File: src/rtl/status_flag_unit_if.sv
// Status-register side-band bundle between the controller/ALU and the P register.
interface status_flag_unit_if;
  logic [7:0] alu_out;
  logic       alu_cout;
  logic       alu_vout;
  logic [7:0] data_in;
  logic [3:0] flag_we;
  logic       bit_op;
  logic [2:0] flag_op;
  logic       load_p;
  logic       irq_entry;
  logic       push_brk;
  logic [2:0] cond_sel;
  logic [7:0] p_reg;
  logic [7:0] p_push;
  logic       c_flag;
  logic       branch_taken;

  // Controller side: drives the update requests, observes the flags.
  modport master (
    output alu_out, alu_cout, alu_vout, data_in, flag_we, bit_op, flag_op,
    output load_p, irq_entry, push_brk, cond_sel,
    input  p_reg, p_push, c_flag, branch_taken
  );

  // Status register side.
  modport slave (
    input  alu_out, alu_cout, alu_vout, data_in, flag_we, bit_op, flag_op,
    input  load_p, irq_entry, push_brk, cond_sel,
    output p_reg, p_push, c_flag, branch_taken
  );
endinterface

File: src/rtl/status_flag_unit.sv
// 6502 processor status register (P): ALU flag capture, flag instructions, BIT,
// PLP/RTI restore, interrupt entry, carry feedback and branch evaluation.
module status_flag_unit #(
  parameter logic [7:0] RESET_P = 8'h34
) (
  input logic                 clk,
  input logic                 rst_n,
  input logic                 en,
  status_flag_unit_if.slave   bus
);

  typedef enum logic [2:0] {
    FlagNone = 3'd0,
    FlagSec  = 3'd1,
    FlagClc  = 3'd2,
    FlagSei  = 3'd3,
    FlagCli  = 3'd4,
    FlagSed  = 3'd5,
    FlagCld  = 3'd6,
    FlagClv  = 3'd7
  } flag_op_e;

  logic n_q, v_q, d_q, i_q, z_q, c_q;
  logic n_d, v_d, d_d, i_d, z_d, c_d;

  flag_op_e op;
  logic     alu_zero;

  assign op       = flag_op_e'(bus.flag_op);
  assign alu_zero = (bus.alu_out == 8'h00);

  // Next-state per flag; later assignments carry higher priority.
  always_comb begin
    n_d = n_q;
    v_d = v_q;
    d_d = d_q;
    i_d = i_q;
    z_d = z_q;
    c_d = c_q;
    if (en) begin
      // ALU capture
      if (bus.flag_we[3]) n_d = bus.alu_out[7];
      if (bus.flag_we[2]) z_d = alu_zero;
      if (bus.flag_we[1]) c_d = bus.alu_cout;
      if (bus.flag_we[0]) v_d = bus.alu_vout;
      // BIT takes N/V from memory; Z comes from the AND result on alu_out
      if (bus.bit_op) begin
        n_d = bus.data_in[7];
        v_d = bus.data_in[6];
        z_d = alu_zero;
      end
      // Explicit flag instructions
      unique case (op)
        FlagSec: c_d = 1'b1;
        FlagClc: c_d = 1'b0;
        FlagSei: i_d = 1'b1;
        FlagCli: i_d = 1'b0;
        FlagSed: d_d = 1'b1;
        FlagCld: d_d = 1'b0;
        FlagClv: v_d = 1'b0;
        default: ;
      endcase
      // PLP / RTI restore; bits 5:4 of data_in are not stored
      if (bus.load_p) begin
        n_d = bus.data_in[7];
        v_d = bus.data_in[6];
        d_d = bus.data_in[3];
        i_d = bus.data_in[2];
        z_d = bus.data_in[1];
        c_d = bus.data_in[0];
      end
      // Interrupt entry masks further IRQs, overriding a concurrent restore
      if (bus.irq_entry) i_d = 1'b1;
    end
  end

  // Flag flops with synchronous active-low reset that ignores en.
  always_ff @(posedge clk) begin
    if (!rst_n) begin
      n_q <= RESET_P[7];
      v_q <= RESET_P[6];
      d_q <= RESET_P[3];
      i_q <= RESET_P[2];
      z_q <= RESET_P[1];
      c_q <= RESET_P[0];
    end else begin
      n_q <= n_d;
      v_q <= v_d;
      d_q <= d_d;
      i_q <= i_d;
      z_q <= z_d;
      c_q <= c_d;
    end
  end

  // Register images and carry feedback.
  always_comb begin
    bus.p_reg  = {n_q, v_q, 1'b1, 1'b1, d_q, i_q, z_q, c_q};
    bus.p_push = {n_q, v_q, 1'b1, bus.push_brk, d_q, i_q, z_q, c_q};
    bus.c_flag = c_q;
  end

  // Branch condition on current flags.
  always_comb begin
    bus.branch_taken = 1'b0;
    unique case (bus.cond_sel)
      3'd0: bus.branch_taken = !n_q;
      3'd1: bus.branch_taken = n_q;
      3'd2: bus.branch_taken = !v_q;
      3'd3: bus.branch_taken = v_q;
      3'd4: bus.branch_taken = !c_q;
      3'd5: bus.branch_taken = c_q;
      3'd6: bus.branch_taken = !z_q;
      3'd7: bus.branch_taken = z_q;
      default: bus.branch_taken = 1'b0;
    endcase
  end

endmodule

File: src/flat_wrapper.sv
// flat-port wrapper written by rule: the top's interface ports become plain ports
module status_flag_unit_flat 
#(
  parameter logic [7:0] RESET_P = 8'h34
)
  (clk, rst_n, en, bus_alu_out, bus_alu_cout, bus_alu_vout, bus_data_in, bus_flag_we, bus_bit_op, bus_flag_op, bus_load_p, bus_irq_entry, bus_push_brk, bus_cond_sel, bus_p_reg, bus_p_push, bus_c_flag, bus_branch_taken);
  status_flag_unit_if bus_i ();
  input logic clk;
  input logic rst_n;
  input logic en;
  input wire logic [$bits(bus_i.alu_out)-1:0] bus_alu_out;
  input wire logic [$bits(bus_i.alu_cout)-1:0] bus_alu_cout;
  input wire logic [$bits(bus_i.alu_vout)-1:0] bus_alu_vout;
  input wire logic [$bits(bus_i.data_in)-1:0] bus_data_in;
  input wire logic [$bits(bus_i.flag_we)-1:0] bus_flag_we;
  input wire logic [$bits(bus_i.bit_op)-1:0] bus_bit_op;
  input wire logic [$bits(bus_i.flag_op)-1:0] bus_flag_op;
  input wire logic [$bits(bus_i.load_p)-1:0] bus_load_p;
  input wire logic [$bits(bus_i.irq_entry)-1:0] bus_irq_entry;
  input wire logic [$bits(bus_i.push_brk)-1:0] bus_push_brk;
  input wire logic [$bits(bus_i.cond_sel)-1:0] bus_cond_sel;
  output wire logic [$bits(bus_i.p_reg)-1:0] bus_p_reg;
  output wire logic [$bits(bus_i.p_push)-1:0] bus_p_push;
  output wire logic [$bits(bus_i.c_flag)-1:0] bus_c_flag;
  output wire logic [$bits(bus_i.branch_taken)-1:0] bus_branch_taken;
  assign bus_i.alu_out = bus_alu_out;
  assign bus_i.alu_cout = bus_alu_cout;
  assign bus_i.alu_vout = bus_alu_vout;
  assign bus_i.data_in = bus_data_in;
  assign bus_i.flag_we = bus_flag_we;
  assign bus_i.bit_op = bus_bit_op;
  assign bus_i.flag_op = bus_flag_op;
  assign bus_i.load_p = bus_load_p;
  assign bus_i.irq_entry = bus_irq_entry;
  assign bus_i.push_brk = bus_push_brk;
  assign bus_i.cond_sel = bus_cond_sel;
  assign bus_p_reg = bus_i.p_reg;
  assign bus_p_push = bus_i.p_push;
  assign bus_c_flag = bus_i.c_flag;
  assign bus_branch_taken = bus_i.branch_taken;
  status_flag_unit #(.RESET_P(RESET_P)) u_core (.clk(clk), .rst_n(rst_n), .en(en), .bus(bus_i));
endmodule
File: config.mk
export PLATFORM = sky130hd
export DESIGN_NAME = status_flag_unit_flat
export DESIGN_NICKNAME = d
export VERILOG_FILES = /design/src/rtl/status_flag_unit_if.sv /design/src/rtl/status_flag_unit.sv /design/src/flat_wrapper.sv
export SDC_FILE = /design/constraint.sdc
export NUM_CORES = 1
export LEC_CHECK = 0
export BUFFER_PORTS_ARGS = -buffer_cell sky130_fd_sc_hd__buf_2
export CAP_MARGIN = 0
export CORE_MARGIN = 10
export CORE_UTILIZATION = 39
export DETAILED_ROUTE_END_ITERATION = 10
export PLACE_DENSITY = 0.84
export SKIP_LAST_GASP = 1
export SYNTH_ARGS = -nofsm -noshare
export SYNTH_HDL_FRONTEND = slang
export SYNTH_SLANG_ARGS = --single-unit
File: constraint.sdc
create_clock -name clk -period 1.6 [get_ports clk]
set_input_delay 0.24 -clock clk [delete_from_list [all_inputs] [get_ports clk]]
set_output_delay 0.24 -clock clk [all_outputs]
set_load 0.05 [all_outputs]
Word level (Yosys, flattened, before mapping)

Index checks and enable logic that the tools add are counted.

Flip-flop bits (word level): 6
Input bits: 35
Output and inout bits: 18
Word-level logic and storage cells: 57

Equality and inequality tests: 14
Muxes and demuxes: 19
Reduce and logical (&&, ||, !) cells: 18

Operator list:

| kind                                                 | count |
|---|---|
| equality test 3 bit (second input constant)          | 8 |
| two-way mux 1 bit                                    | 15 |
| equality test 3 x 2 -> 1 bit (second input constant) | 4 |
| AND reduction 2 bit                                  | 6 |
| nonzero test 4 bit                                   | 3 |
| nonzero test 3 bit                                   | 3 |
| zero test 8 bit                                      | 1 |
| one-hot mux 1 bit (8 select lines)                   | 1 |
| equality test 3 x 1 -> 1 bit (second input constant) | 2 |
| one-hot mux 1 bit (2 select lines)                   | 3 |
| zero test 1 bit                                      | 4 |
| zero test 3 bit                                      | 1 |

Logic depth before layout (Yosys ltp)

Word-level depth: 4
Gate-level depth with buffers: 5
Mapped depth without buffers: 3

Worst setup path after synthesis

OpenSTA, ideal clock, no wires.

Path type: reg-to-output
Start point: reg u_core.c_q, in the netlist u_core.bus.c_flag
End point: out bus_branch_taken
Arrival: 1.852 ns
Data required time: 1.360 ns
Setup slack: -0.492 ns
Cell stages (with the launch flop): 3
Path buffers: 0
Cell sequence: dfxtp_1 > mux4_2 > xnor2_1

Word-level cells in the longest chain between the ends: 2

Ends and longest elaborated chain:

| what                                 | RTL line                | source |
|---|---|---|
| start, declared                      | status_flag_unit.sv:23  | `logic n_q, v_q, d_q, i_q, z_q, c_q;` |
| start signal, assigned               | status_flag_unit.sv:85  | `c_q <= RESET_P[0];` |
| zero test 1 bit                      | status_flag_unit.sv:111 | `3'd4: bus.branch_taken = !c_q;` |
| one-hot mux 1 bit (8 select lines) * | status_flag_unit.sv:106 | `unique case (bus.cond_sel)` |
| end, declared                        | flat_wrapper.sv:25      | `output wire logic [$bits(bus_i.branch_taken)-1:0] bus_branch_taken;` |

Every way passes the cells marked *; elsewhere a longest branch is shown, timed or not.

Worst setup path in the final report

Start point: reg u_core.z_q
End point: out bus_branch_taken

Word-level cells in the longest chain between the ends: 2

Ends and longest elaborated chain:

| what                                 | RTL line                | source |
|---|---|---|
| start, declared                      | status_flag_unit.sv:23  |  |
| start signal, assigned               | status_flag_unit.sv:84  | `z_q <= RESET_P[1];` |
| start signal, assigned               | status_flag_unit.sv:91  | `z_q <= z_d;` |
| zero test 1 bit                      | status_flag_unit.sv:113 | `3'd6: bus.branch_taken = !z_q;` |
| one-hot mux 1 bit (8 select lines) * | status_flag_unit.sv:106 |  |

Marks and branches as above.

==> impl_metrics.ini <==
[synthesis]
yosysTopAreaCell = dfxtp_1
avgSynthCellArea_sq_um = 7.72
ys_top_cells_by_area = dfxtp_1, buf_4, o21ai_0
syn_inst = 77
synth_flop_cell = dfxtp_1
syn_area_sq_um = 594
yosysMostFrequentCell = buf_4
synth_cell_types = 32
synth-async-reset-ratio = 0
yosysSeqAreaShare = 0.202
synth.top_cell.area_share = 0.202
yosys_register_bits = 6
synth_edf_count = 0
synth_warnings = 0
synthTopCellsByCount = buf_4, dfxtp_1, o21ai_0

[setup_path]
r2r_start = u_core.i_q
critPathSlowestCell = mux4_2
path_max_fanout = 2
r2r_end = u_core.i_q
critPathLaunch = u_core.z_q
critPathCaptureType = primary output
path_cells = mux4_2 > xnor2_4 > buf_6
path_delay_family = multiplexers
cpPeakStageDelay_ps = 520
cp.depth = 3
worst-path-buf-inv = 1
cp.arrival_ps = 1400
ff2ff_path_depth = 3
cp.required_ps = 1360
crit_type = flop to primary output
start_kind = flop
cp-endpoint = bus_branch_taken
reg2reg_setup_slack_ps = 650

[finish]
layout-drive-gt1-share = 0.518
diodes = 0
syn_to_final_growth_pct = 33.5
finalNetCount = 149
post-route-util = 0.539

[flow_run]
maxCapViolCount = 0

[clock_network]
numCtsBuffers = 3
postCtsHoldBufs = 0
cts_tree = yes
cts_buffer_depth = 2
cts_htree_levels = 1
root_buffer = clkbuf_4
path_clk_slew_ps = 50
clock-sinks = 6
clock_latency_ps = 250

[die]
io_pins = 53
core_area_sq_mm = 0.00147
die_h_um = 59.0
dieArea_sq_mm = 0.00349
placementRows = 14
start_util = 0.404
dieWidth_um = 59.0

[timing]
fin_worst_skew_ps = 0
rsz0062_at_grt = true
fmax_ghz = 0.608
fin_crit_ps = 1640
slew_viol_final = 0
post-route-period-util = 1.03
hold_viol = 0
setup_ws_ps = -44.1
finalSetupViolCount = 1

[route]
drc = 0
drtIter0Drc = 16
totalWireLength_um = 1750
via_per_inst = 5.18
ant_nets = 0
wl_per_cell_um = 13.7
dr_total_vias = 663
drtPass1Iterations = 4

[global_route]
grt_max_degree = 18
antenna_found_initial = 0
groute.usage.overall = 0.0998
grt_pass1_vias = 640
grt_pass1_wl_um = 2740
overflow = 0

[placed_design]
numPortBuffers = 45
dpl.hpwl_um = 1500
place_congestion = 0.745
dp_slack_ps = 28.5

[pwr]
power.total_mw = 0.602
irDropWorstVdd_mv = 0.264
power_leakage_nw = 0.399
power.density_mw_per_mm2 = 759

[status]
status = finished with violations
violations = negative setup slack

[min_path]
hp-class = input pin to flop
==> state kept, by name, summed over array words and instances, names as in the netlist <==
| name | flops |
|---|---|
| u_core.bus.c_flag | 1 |
| u_core.i_q | 1 |
| u_core.z_q | 1 |
| u_core.v_q | 1 |
| u_core.d_q | 1 |
| u_core.n_q | 1 |
==> per-stage QoR <==
step	hold slack (ps)	instance area (sq um)	setup TNS (ps)	instances
after floorplan	378	622	0	79
after detailed placement	476	739	0	122
after CTS	258	793	-52.9	128
after global routing	270	793	-80.2	128
after global placement	470	739	0	122
final	258	793	-44.1	128
==> layer usage <==
metal,part of all wire,wire [um],global-route usage,vias up
li1,-,-,-,330
met1,0.35,616,0.0959,301
met2,0.51,891,0.159,28
met3,0.11,195,0.0429,4
met4,0.029,50,0.0885,0
met5,0,0,0,-
==> timing repair <==
| action | in CTS | in global routing |
|---|---|---|
| setup buffers | 3 | 0 |
| resized for setup | 4 | 0 |
| endpoints found under the setup margin | 1 | 1 |
| pin swaps | 1 | 0 |
==> kinds of logic after synthesis <==
| kind of cell | Yosys count | share of synthesized area |
|---|---|---|
| flops | 6 | 0.202 |
| compound gates | 24 | 0.269 |
| mux | 3 | 0.0716 |
| simple gates | 17 | 0.162 |
| xor+xnor | 2 | 0.0295 |
| buf+inv | 24 | 0.259 |
| other cells | 1 | 0.00631 |
==> placed cells by master, fill, tap and decap left out, types with 3 or more instances in the layout <==
master,count
buf_2,44
o21ai_0,5
a21oi_1,4
inv_1,4
buf_4,4
nor2_1,3
nor3_1,3
o21ai_1,3
conb_1,3
clkbuf_4,3
dfxtp_2,3
dfxtp_1,3
==> how the worst min path moves through the flow <==
stage | startpoint | to | slack (ps) | cells past startpoint
4_1_cts | rst_n | u_core.z_q | 260 | 3
6_report | bus_data_in[0] | u_core.bus.c_flag | 260 | 3
2_1_floorplan | rst_n | u_core.z_q | 380 | 2
3_3_place_gp | u_core.d_q | u_core.d_q | 470 | 2
5_1_grt | rst_n | u_core.z_q | 270 | 3
3_5_place_dp | u_core.d_q | u_core.d_q | 480 | 2
==> power by group <==
part	total (mW)	switching (mW)	leakage (nW)	internal [mW]
sequential	0.168	0.00577	0.0505	0.162
combinational	0.288	0.187	0.335	0.101
clock	0.146	0.0605	0.0138	0.0852
total	0.602	0.254	0.399	0.348
==> worst register-to-register path: cells and delay by family, from the launching register on <==
kind               cells  cell delay [ps]
AOI/OAI and AO/OA      3              500
DFF                    1              330
==> layout make-up <==
| type | count | area [sq um] |
|---|---|---|
| repair buffers | 49 | 262 |
| fillers | 140 | 678 |
| multi-input cells | 49 | 347 |
| inverters | 5 | 18.8 |
| flip-flops and latches | 6 | 124 |
| clock buffers | 3 | 22.5 |
| well taps | 16 | 20.0 |
No activity file was read; power rests on OpenSTA's default activity.
